File: src/rtl/task_5_output.sv
// rtl/task_5_output.sv - byte FIFO that releases whole packets onto a valid/ready stream
//
// Optional feature macro: TASK_5_OUTPUT_PKT_CNT_EN (enables the transmitted-packet counter)
//
// Ports:
//   i_clk      clock, rising edge
//   i_rst      synchronous active-high reset
//   i_wr       core write strobe, one byte per cycle
//   i_data     core byte
//   i_last     written byte is the packet's final byte
//   o_full     FIFO holds DEPTH entries
//   o_overflow sticky: a write was dropped because the FIFO was full
//   o_tvalid   stream beat valid
//   o_tdata    stream beat data (FIFO head)
//   o_tlast    stream beat is the packet's final beat
//   i_tready   downstream accepts beat
//   o_busy     packet transmission in progress (send or gap)
//   o_pkt_cnt  transmitted packet count (tied to 0 when the counter is disabled)

module task_5_output #(
   parameter int DEPTH  = 16,
   parameter int DATA_W = 8
) (
   input  logic              i_clk,
   input  logic              i_rst,
   input  logic              i_wr,
   input  logic [DATA_W-1:0] i_data,
   input  logic              i_last,
   output logic              o_full,
   output logic              o_overflow,
   output logic              o_tvalid,
   output logic [DATA_W-1:0] o_tdata,
   output logic              o_tlast,
   input  logic              i_tready,
   output logic              o_busy,
   output logic [15:0]       o_pkt_cnt
);

   localparam int AW = $clog2(DEPTH);
   localparam logic [AW:0] PTR_ONE = (AW+1)'(1);

   typedef enum logic [1:0] {
      S_IDLE = 2'd0,
      S_SEND = 2'd1,
      S_GAP  = 2'd2
   } state_t;

   state_t state, state_nxt;

   logic [DATA_W:0] mem [DEPTH];
   logic [AW:0]     wr_ptr;
   logic [AW:0]     rd_ptr;
   logic [AW:0]     pend_cnt;
   logic [DATA_W:0] head;
   logic            wr_ok;
   logic            hs;
   logic            last_hs;
   logic            pend_inc;

   // Pointers carry one extra wrap bit so full and empty are distinguishable.
   assign o_full  = (wr_ptr[AW] != rd_ptr[AW]) && (wr_ptr[AW-1:0] == rd_ptr[AW-1:0]);
   assign wr_ok   = i_wr && !o_full;

   // Show-ahead: the head entry is read combinationally, no read cycle needed.
   assign head     = mem[rd_ptr[AW-1:0]];
   assign o_tvalid = (state == S_SEND);
   assign o_tdata  = head[DATA_W-1:0];
   // The last bit is qualified by valid so an empty/reset FIFO never shows tlast.
   assign o_tlast  = o_tvalid && head[DATA_W];
   assign o_busy   = (state != S_IDLE);

   assign hs       = o_tvalid && i_tready;
   assign last_hs  = hs && head[DATA_W];
   assign pend_inc = wr_ok && i_last;

   // Storage array has no reset; entries are only read once written.
   always_ff @(posedge i_clk) begin
      if (wr_ok) begin
         mem[wr_ptr[AW-1:0]] <= {i_last, i_data};
      end
   end

   always_ff @(posedge i_clk) begin
      if (i_rst) begin
         wr_ptr <= '0;
         rd_ptr <= '0;
      end else begin
         if (wr_ok) begin
            wr_ptr <= wr_ptr + PTR_ONE;
         end
         if (hs) begin
            rd_ptr <= rd_ptr + PTR_ONE;
         end
      end
   end

   always_ff @(posedge i_clk) begin
      if (i_rst) begin
         o_overflow <= 1'b0;
      end else if (i_wr && o_full) begin
         o_overflow <= 1'b1;
      end
   end

   // Number of complete packets stored but not yet fully sent.
   always_ff @(posedge i_clk) begin
      if (i_rst) begin
         pend_cnt <= '0;
      end else begin
         case ({pend_inc, last_hs})
            2'b10:   pend_cnt <= pend_cnt + PTR_ONE;
            2'b01:   pend_cnt <= pend_cnt - PTR_ONE;
            default: pend_cnt <= pend_cnt;
         endcase
      end
   end

   always_ff @(posedge i_clk) begin
      if (i_rst) begin
         state <= S_IDLE;
      end else begin
         state <= state_nxt;
      end
   end

   // The gap state always lasts a single cycle. When another packet is
   // already complete it proceeds straight to sending so that exactly one
   // invalid cycle separates back-to-back packets; otherwise it rests in idle.
   always_comb begin
      state_nxt = state;
      case (state)
         S_IDLE: begin
            if (pend_cnt != '0) begin
               state_nxt = S_SEND;
            end
         end
         S_SEND: begin
            if (last_hs) begin
               state_nxt = S_GAP;
            end
         end
         S_GAP: begin
            if (pend_cnt != '0) begin
               state_nxt = S_SEND;
            end else begin
               state_nxt = S_IDLE;
            end
         end
         default: state_nxt = S_IDLE;
      endcase
   end

`ifdef TASK_5_OUTPUT_PKT_CNT_EN
   logic [15:0] pkt_cnt_q;

   // One gap cycle follows every completed packet; wraps naturally at 16 bits.
   always_ff @(posedge i_clk) begin
      if (i_rst) begin
         pkt_cnt_q <= '0;
      end else if (state == S_GAP) begin
         pkt_cnt_q <= pkt_cnt_q + 16'd1;
      end
   end

   assign o_pkt_cnt = pkt_cnt_q;
`else
   assign o_pkt_cnt = '0;
`endif

endmodule

File: config.mk
export PLATFORM = sky130hd
export DESIGN_NAME = task_5_output
export DESIGN_NICKNAME = d
export VERILOG_FILES = /design/src/rtl/task_5_output.sv
export SDC_FILE = /design/constraint.sdc
export NUM_CORES = 1
export LEC_CHECK = 0
export CAP_MARGIN = 40
export CORE_AREA = 3 3 107 109
export CTS_BUF_LIST = sky130_fd_sc_hd__clkbuf_8
export DETAILED_ROUTE_END_ITERATION = 10
export DIE_AREA = 0 0 110 112
export PLACE_DENSITY = 0.87
export SLEW_MARGIN = 25
export SYNTH_ARGS = -nofsm -noshare
export SYNTH_HDL_FRONTEND = slang
export SYNTH_SLANG_ARGS = --single-unit
File: constraint.sdc
create_clock -name i_clk -period 6.1 [get_ports i_clk]
set_input_delay 1.525 -clock i_clk [delete_from_list [all_inputs] [get_ports i_clk]]
set_output_delay 1.525 -clock i_clk [all_outputs]
set_load 0.1 [all_outputs]
==> results.md <==
* Pwr Density at 295 nW/um^2
* Post-route setup TNS at 0 ns
* Worst clock skew at 0.0116 ns
* # hold bufs at CTS at 0
* CP Cell Sequence: buf_4 > mux4_1 > mux4_2 > clkdlybuf4s50_1 > buf_8
* Final min period at 4.60 ns
* Mapped Area at around 6900 um^2
* TritonCTS Sinks at 166
* CP required at 4.58 ns
* Peak VDD IR at 169 uV
* I/O Pins at 42
* Most frequent cells in the layout: edfxtp_1 (144), mux4_1 (28), clkdlybuf4s50_1 (25)
* Max incr delay on CP at about 0.7 ns
* Buffers and inverters on the worst path at 3
* Root buffer cell: clkbuf_8
* CTS Buf Count at 17
* Placed cell area at 7360 um^2
* Element type at the critical path end: output port
* Die X at 110 um
* GRT Total Usage at 0.221
* First-pass GRT wire length at 19200 um
* Routed WL at 12500 um
* Design Area, Final at 7710 um^2
* Cell variety after synth at 45
* Number of global-route vias before repair at between 3000 and 4000
* Mean Syn Cell Area at roughly 19 um^2
* 1st-pass router iterations at 4
* Syn-to-layout area delta at 12.1%
* Synth top area share at 0.629
* Met3 WL post-DR at 986 um
* Pleak at about 2.6 nW
* DPL Wire Length at 7980 um
* Placed insts at 525
* Core Box Area at 10700 um^2
* DRC viols at 0
* Worst Hold Class: flip-flop to flip-flop
* Pre-CTS setup slack at 1.76 ns
* # setup viols final at 0
* Slew Viols, Final at 0
* Initial Util at 0.643
* GPL Wtd Cong at roughly 0.76
* WP data arrival at 3.07 ns
* Hold Fails Final Rpt at 0
* CP Class: flip-flop to output port
* Average wire per standard cell at around 22 um
* Max clock buf depth at 2
* Die H at between 100 and 150 um
* Antenna viol nets, final at 0
* R2R Setup Slk at ~2.4 ns
* Initial DRC Count at 261
* Yosys warns at 0
* Leading area contributor after synthesis: edfxtp_1
* Overall power at 2.27 mW
* Total grt overflow at 0
* Clock Latency Late Sink at 0.43 ns
* H-tree depth reported by CTS at 4
* Most used DFF post-synth: edfxtp_1
* Worst-path clk slew at 0.08 ns
* #FFs+latches synth at 166
* Largest cells by area after synthesis: edfxtp_1 (63%), mux4_1 (11%), dfxtp_1 (6.4%)
* DR WL met2 at roughly 6500 um
* Commonest non-fill, non-tap cell in the layout: edfxtp_1
* Fmax at 0.218 GHz
* Post-synth ARST share at 0
* CP Launch Type: flip-flop
* Worst r2r path cells at 13
* PortBufs at 25
* # resized after CTS at 0
* Met1 wire length at 4770 um
* Critical Path End: o_tdata[5]
* Vias at 3315
* Antenna violations before repair at 0
* Syn Inst Count at about 360
* Post-CTS Setup Bufs at 0
* Final #Nets at 426
* Row cnt at 38
* RSZ-0062 raised after global routing: false
* Worst path depth at 5
* Top Family by Delay on Critical Path: buffers and inverters
* Largest net degree at the start of global routing at 37
* Via density at 5.95
* ANT cells at 0
* Finished Layout Cells at 557
* Period utilisation layout at 0.754
* Capturing point of the worst reg2reg path: pend_cnt[4]
* Final WS setup at approximately 1.5 ns
* Worst slew pin tran at 0.794 ns
* Crit Path Max Fanout at 36
* Status: finished, final reports clean
* Max Cap Viol at 0
* Fraction of layout cells with a size suffix above 1 at 0.158
* CP max stage cell: mux4_1
* Worst Hold Depth at 2
* Post-synth EDFFs at 144
* DR top layer: met4
* Post-synthesis sequential area ratio at 0.693
* Max-slew headroom at 0.471
* Die area at 12300 um^2
* TritonCTS clock tree: done
state kept, by name, indices dropped and copies added (netlist names), named ones only:
name / cells
mem: 144
state: 2
pend_cnt: 5
o_overflow: 1
wr_ptr: 5
rd_ptr: 5
per-layer routing:
layer	global-route usage	up-vias
li1	-	1507
met1	0.292	1658
met2	0.360	131
met3	0.0423	19
met4	0.0931	0
met5	0	-
power by group:
group          internal (mW)  switching (mW)  leakage, nW
logic                  0.117           0.209        0.957
clock network          0.316           0.365        0.175
registers               1.25          0.0123         1.48
worst min path at each step:
stage                           start           to  slack (ns)
after floorplan           pend_cnt[4]  pend_cnt[4]        0.45
after global placement     o_overflow   o_overflow        0.45
after detailed placement   o_overflow   o_overflow        0.47
after CTS                 pend_cnt[4]  pend_cnt[4]        0.49
after global routing       o_overflow   o_overflow        0.52
final                      o_overflow   o_overflow        0.48
metrics by stage:
step / hold WS (ns) / util
finish: 0.484 / 0.720
global route: 0.518 / 0.720
CTS: 0.488 / 0.720
detailed placement: 0.474 / 0.688
global placement: 0.449 / 0.668
floorplan: 0.453 / -
cells in the mapped netlist (2+ instances only):
library cell / n
nand4_1: 2
mux2i_1: 4
nand2_1: 8
buf_2: 3
dfxtp_1: 22
inv_1: 4
mux4_1: 28
nand2b_1: 2
buf_8: 2
clkbuf_1: 10
buf_4: 16
and2_1: 2
and3_1: 13
nor3_1: 2
mux4_2: 16
o22ai_1: 2
nor2b_1: 6
xor2_1: 8
ha_1: 9
edfxtp_1: 144
a21oi_1: 8
or3_1: 3
o21ai_0: 4
nor2_1: 16
xnor2_1: 7
cells by family after synthesis:
group                      after synthesis  share of synthesized area
and+or+nand+nor                         59                     0.0451
xor gates and xnor gates                15                     0.0191
buffers and inverters                   38                     0.0368
DFF                                    166                      0.693
adders and majority gates                9                     0.0164
AOI/OAI and AO/OA                       23                     0.0204
other                                    1                   0.000546
muxes                                   50                      0.169
worst register-to-register path: cells and delay by family (launching register included):
kind	cells	cell delay (ns)
muxes	3	1.07
AOI/OAI and AO/OA	4	0.62
and+or+nand+nor	2	0.40
xor gates and xnor gates	1	0.18
buffers and inverters	1	0.50
adders and majority gates	2	0.53
DFF	1	0.32
final cells by class:
cell class	count	area [um^2]
multi-input cells	172	1910
repair buffers	43	487
inverters	4	15.0
fillers	587	2990
flip-flops and latches	166	4770
clock buffers	17	234
well taps	140	175
clock inverters	15	116
Power figures use the tool's default switching activity.
